--- src/rtl/mem_sram_ctrl_pkg.sv ---
// Shared memory-bus types for the I/D arbiter and its downstream SRAM controller.
// Also holds small helpers used by the controller's acceptance logic.
package mem_sram_ctrl_pkg;

  typedef logic [31:0] Addr;
  typedef logic [31:0] UInt32;

  typedef struct packed {
    logic  valid;
    Addr   addr;
    logic  wen;
    UInt32 wdata;
  } MemBusReq;

  typedef struct packed {
    logic  valid;
    Addr   addr;
    UInt32 rdata;
  } MemBusResp;

  localparam int MEM_RD_LAT_MAX = 7;

  // Byte address is out of range when its word index reaches the SRAM depth.
  function automatic logic addr_out_of_range(input Addr a, input int unsigned words);
    return {2'b00, a[31:2]} >= words;
  endfunction

  function automatic logic [15:0] sat_inc16(input logic [15:0] v);
    return (v == 16'hFFFF) ? v : v + 16'd1;
  endfunction

endpackage

--- src/rtl/mem_sram_ctrl.sv ---
// Single-port synchronous SRAM controller behind the memory-bus arbiter.
// One request in flight; writes are silent, reads return one response pulse.
module mem_sram_ctrl
  import mem_sram_ctrl_pkg::*;
#(
  parameter int    MEM_WORDS    = 4096,
  parameter int    READ_LATENCY = 1,
  parameter UInt32 ERR_RDATA    = 32'h0000_0000,
  localparam int   AW           = $clog2(MEM_WORDS)
) (
  input  logic            clk,
  input  logic            rst_n,
  input  MemBusReq        memreq,
  output logic            memreq_ready,
  output MemBusResp       memresp,
  output logic            sram_en,
  output logic            sram_we,
  output logic [AW-1:0]   sram_addr,
  output logic [31:0]     sram_wdata,
  input  logic [31:0]     sram_rdata,
  output logic [15:0]     err_cnt
);

  localparam int CNT_W = $clog2(MEM_RD_LAT_MAX + 1);

  typedef enum logic [2:0] {
    S_IDLE,
    S_WRITE,
    S_READ,
    S_READ_WAIT,
    S_RESP,
    S_ERR_RESP
  } state_e;

  state_e           state_q, state_d;
  Addr              addr_q, addr_d;
  UInt32            wdata_q, wdata_d;
  UInt32            rdata_q, rdata_d;
  Addr              resp_addr_q, resp_addr_d;
  logic [CNT_W-1:0] cnt_q, cnt_d;
  logic [15:0]      err_cnt_q, err_cnt_d;

  always_ff @(posedge clk or negedge rst_n) begin
    if (!rst_n) begin
      state_q     <= S_IDLE;
      addr_q      <= '0;
      wdata_q     <= '0;
      rdata_q     <= '0;
      resp_addr_q <= '0;
      cnt_q       <= '0;
      err_cnt_q   <= '0;
    end else begin
      state_q     <= state_d;
      addr_q      <= addr_d;
      wdata_q     <= wdata_d;
      rdata_q     <= rdata_d;
      resp_addr_q <= resp_addr_d;
      cnt_q       <= cnt_d;
      err_cnt_q   <= err_cnt_d;
    end
  end

  // Response address/data live in their own registers so they hold while
  // later requests are latched.
  always_comb begin
    state_d     = state_q;
    addr_d      = addr_q;
    wdata_d     = wdata_q;
    rdata_d     = rdata_q;
    resp_addr_d = resp_addr_q;
    cnt_d       = cnt_q;
    err_cnt_d   = err_cnt_q;
    case (state_q)
      S_IDLE: begin
        if (memreq.valid) begin
          addr_d  = memreq.addr;
          wdata_d = memreq.wdata;
          if (addr_out_of_range(memreq.addr, MEM_WORDS)) begin
            err_cnt_d = sat_inc16(err_cnt_q);
            if (!memreq.wen) begin
              state_d     = S_ERR_RESP;
              resp_addr_d = memreq.addr;
              rdata_d     = ERR_RDATA;
            end
          end else begin
            state_d = memreq.wen ? S_WRITE : S_READ;
          end
        end
      end
      S_WRITE: state_d = S_IDLE;
      S_READ: begin
        cnt_d   = CNT_W'(READ_LATENCY - 1);
        state_d = S_READ_WAIT;
      end
      S_READ_WAIT: begin
        if (cnt_q == '0) begin
          rdata_d     = sram_rdata;
          resp_addr_d = addr_q;
          state_d     = S_RESP;
        end else begin
          cnt_d = cnt_q - CNT_W'(1);
        end
      end
      S_RESP:     state_d = S_IDLE;
      S_ERR_RESP: state_d = S_IDLE;
      default:    state_d = S_IDLE;
    endcase
  end

  always_comb begin
    memreq_ready  = (state_q == S_IDLE);
    sram_en       = (state_q == S_WRITE) || (state_q == S_READ);
    sram_we       = (state_q == S_WRITE);
    sram_addr     = addr_q[2 +: AW];
    sram_wdata    = wdata_q;
    memresp.valid = (state_q == S_RESP) || (state_q == S_ERR_RESP);
    memresp.addr  = resp_addr_q;
    memresp.rdata = rdata_q;
    err_cnt       = err_cnt_q;
  end

endmodule
--- config.mk ---
export PLATFORM = sky130hd
export DESIGN_NAME = mem_sram_ctrl
export DESIGN_NICKNAME = d
export VERILOG_FILES = /design/src/rtl/mem_sram_ctrl_pkg.sv /design/src/rtl/mem_sram_ctrl.sv
export SDC_FILE = /design/constraint.sdc
export NUM_CORES = 1
export LEC_CHECK = 0
export BUFFER_PORTS_ARGS = -buffer_cell sky130_fd_sc_hd__buf_2
export CORE_MARGIN = 8
export CORE_UTILIZATION = 35
export DETAILED_ROUTE_END_ITERATION = 10
export GPL_TIMING_DRIVEN = 0
export PLACE_DENSITY = 0.7
export SYNTH_ARGS = -nofsm -noshare
export SYNTH_HDL_FRONTEND = slang
export SYNTH_SLANG_ARGS = --single-unit
--- constraint.sdc ---
create_clock -name clk -period 1.7 [get_ports clk]
set_input_delay 0.34 -clock clk [delete_from_list [all_inputs] [get_ports clk]]
set_output_delay 0.34 -clock clk [all_outputs]
set_load 0.05 [all_outputs]
==> reports/metrics.cfg <==
[worst_setup_path]
criticalPathCategory = register to register
cp_data_arrival_time_ns = 2.22
cp.required_ns = 2.00
path_max_fanout = 7
cp-end-kind = register
cp-start-kind = register

[routing]
drc = 0
drt_iter0_markers = 213
num_vias = 5261
first_pass_iters = 6
postRouteAntennaNets = 0
wl_per_cell_um = 17.7
avgViaCountPerCell = 4.71
wirelength_um = 19700

[clock_tree]
path_clk_slew_ns = 0.06
worst_skew_pair.late_latency_ns = 0.41
htree_levels = 4
root_buffer = clkbuf_16
cts.path.max_buffers = 2
cts_tree = built
cts_buffers = 17
cts.sinks = 150

[global_route]
grt_pass1_vias = 5599
grt_antenna_before_repair = 2
grt_pass1_wl_um = 30600
grt_start_max_net_pins = 97
overflow = 0
grtUsageTotal_pct = 16.0

[timing]
maxSlewHeadroom_pct = 63.0
setup_viol = 140
rsz0062_at_grt = yes
fin_crit_sh_pct = 113
hold_violations = 0
fin_worst_skew_ns = 0.00756
layout_min_cycle_time_ns = 1.93
finalWorstSetupSlack_ns = -0.228
finalMaxSlewViolations = 0
worst_pin_slew_ns = 0.556
max_freq_mhz = 519

[die]
initial_core_util_pct = 35.8
die_area_um2 = 23900
io_pins = 228
core_region_area_um2 = 18800
die_x_um = 155
placementRows = 50
chipHeight_um = 155

[power]
p_per_area_nw_per_um2 = 1210
p_leak_nw = 5.09
swShare_pct = 35.1
clkPwrFrac_pct = 30.9
switching_power_mw = 4.35
seq_power_share_pct = 36.3
vdd_drop_max_v = 0.00105
combPwrFrac_pct = 32.8
intPower_mw = 8.04

[synth]
yosys_warnings = 0
synthArstFlopShare_pct = 100
synth_area_um2 = 6730
syn_area_per_cell_um2 = 11.8
syn_inst = 572
yosysTopAreaCellShare_pct = 55.8
synth_nets = 675
synth_seq_cells = 150
synthDistinctLibCells = 38
ys.flop_type = dfrtp_1
ys_seq_area_share_pct = 55.8
synthTopCellsByArea = dfrtp_1, mux2_2, nand2_1, mux2i_1, mux2_4
yosysTopAreaCell = dfrtp_1
synth-edff-count = 0

[outcome]
status = finished with violations
violations = negative setup slack

[layout]
mostFrequentLayoutCells = buf_2, nand2_1, dfrtp_1, mux2_4, inv_1
nFillCells = 1606
multi_input_area_um2 = 3110
drive_gt1_share_pct = 55.6
nets = 972
final_util_pct = 54.6
layout_commonest_cell = buf_2
syn_to_final_growth_pct = 52.4
n_antenna_cell = 0
seqCellArea_um2 = 3770

[place]
hpwl_um = 12900
gp_congestion = 0.757
place_ws_ns = -0.487
io_buffer_count = 227

[min_path]
hold_path_class = primary input to register

[run]
drv_cap = 0

-- power by group through the flow --
stage                     clock network [mW]  logic (mW)  registers, mW
final                                   3.83        4.07           4.50
after floorplan                            0        1.12           5.85
after global routing                    4.05        4.28           4.56
after global placement                     0        3.32           4.51
after detailed placement                   0        3.38           4.53
after CTS                               3.93        3.88           4.48
-- registers in the layout, indices dropped and copies added, names as in the netlist --
name	cells
err_cnt	16
cnt_q	3
sram_wdata	32
addr_q	32
rdata_q	32
resp_addr_q	32
state_q	3
-- worst paths after layout --
kind                       slack (ns)                     from  cells after the start                    endpoint
max in group asynchronous        0.38                    rst_n                      3      rdata_q[7]$_DFFE_PN0P_
min                              0.16               memreq[23]                      2  sram_wdata[23]$_DFFE_PN0P_
min reg2reg                      0.48  err_cnt[11]$_DFFE_PN0P_                      1     err_cnt[11]$_DFFE_PN0P_
min in group asynchronous        0.44                    rst_n                      2      err_cnt[7]$_DFFE_PN0P_
max                             -0.23   state_q[1]$_DFFE_PN0P_                      7     err_cnt[14]$_DFFE_PN0P_
max reg2reg                     -0.23   state_q[1]$_DFFE_PN0P_                      7     err_cnt[14]$_DFFE_PN0P_
-- through the flow --
stage / instances / total power [mW] / hold WS, ns / area [um^2] / setup TNS, ns
3_3_place_gp: 1033 / 7.83 / 0.465 / 8240 / -352.85
4_1_cts: 1109 / 12.3 / 0.130 / 9910 / -13.97
6_report: 1116 / 12.4 / 0.156 / 10300 / -17.11
3_5_place_dp: 1034 / 7.91 / 0.341 / 8270 / -41.93
2_1_floorplan: 572 / 6.97 / 0.0444 / 6810 / -2.06
5_1_grt: 1116 / 12.9 / 0.134 / 10300 / -27.56
-- final cells by class --
cell class / count / area share, %
tap: 234 / 2.86
timing repair buffer: 284 / 19.4
clock inverter: 7 / 0.891
inverter: 38 / 1.39
multi-input combinational: 344 / 30.4
clock buffer: 25 / 4.93
buffer: 34 / 3.39
sequential: 150 / 36.8
-- routing by layer --
metal  vias to the layer above  part of all wire (%)  track usage [%]
met3                        19                   6.6             5.82
met5                         -                  0.13                0
met4                         4                  0.90             4.11
met1                      2615                    43             19.9
met2                       145                    49             25.9
li1                       2478                     -                -
-- cell usage after synthesis (2+ instances only) --
| library cell | count |
|---|---|
| buf_4 | 15 |
| o21ai_0 | 2 |
| nand2_1 | 137 |
| nand2b_1 | 3 |
| xnor2_1 | 5 |
| clkbuf_1 | 9 |
| nand3_1 | 7 |
| mux2_4 | 17 |
| nor4_1 | 7 |
| inv_1 | 38 |
| xor2_1 | 11 |
| nor4_2 | 2 |
| dfrtp_1 | 150 |
| mux2i_1 | 32 |
| buf_6 | 4 |
| nand4_1 | 3 |
| nor3b_1 | 2 |
| mux2_2 | 82 |
| nor2_1 | 12 |
| nor3_1 | 4 |
| buf_2 | 11 |
| ha_1 | 3 |
-- worst max-delay path, stage by stage (launching register included) --
cell and delay, ns:
dfrtp_1 0.37, buf_6 0.14, nor4b_4 0.34, o21ai_2 0.13, buf_6 0.15, buf_12 0.13, nor4_4 0.23, mux2_4 0.32
-- kinds of logic after synthesis --
logic type / share of synthesized area [%]
and+or+nand+nor: 12.4
DFF: 55.8
muxes: 22.3
buffers and inverters: 5.84
xor gates and xnor gates: 2.08
AOI/OAI and AO/OA: 1.00
adders and majority gates: 0.558
-- what timing repair did --
| action | in CTS | in global routing |
|---|---|---|
| pin swaps | 10 | 18 |
| setup endpoints to repair | 141 | 149 |
| setup buffers | 38 | 9 |
| resized for setup | 145 | 60 |
| hold buffers | 1 | 0 |
| gates cloned | 7 | 5 |
| hold endpoints to repair | 54 | 0 |
Power figures use the tool's default switching activity.
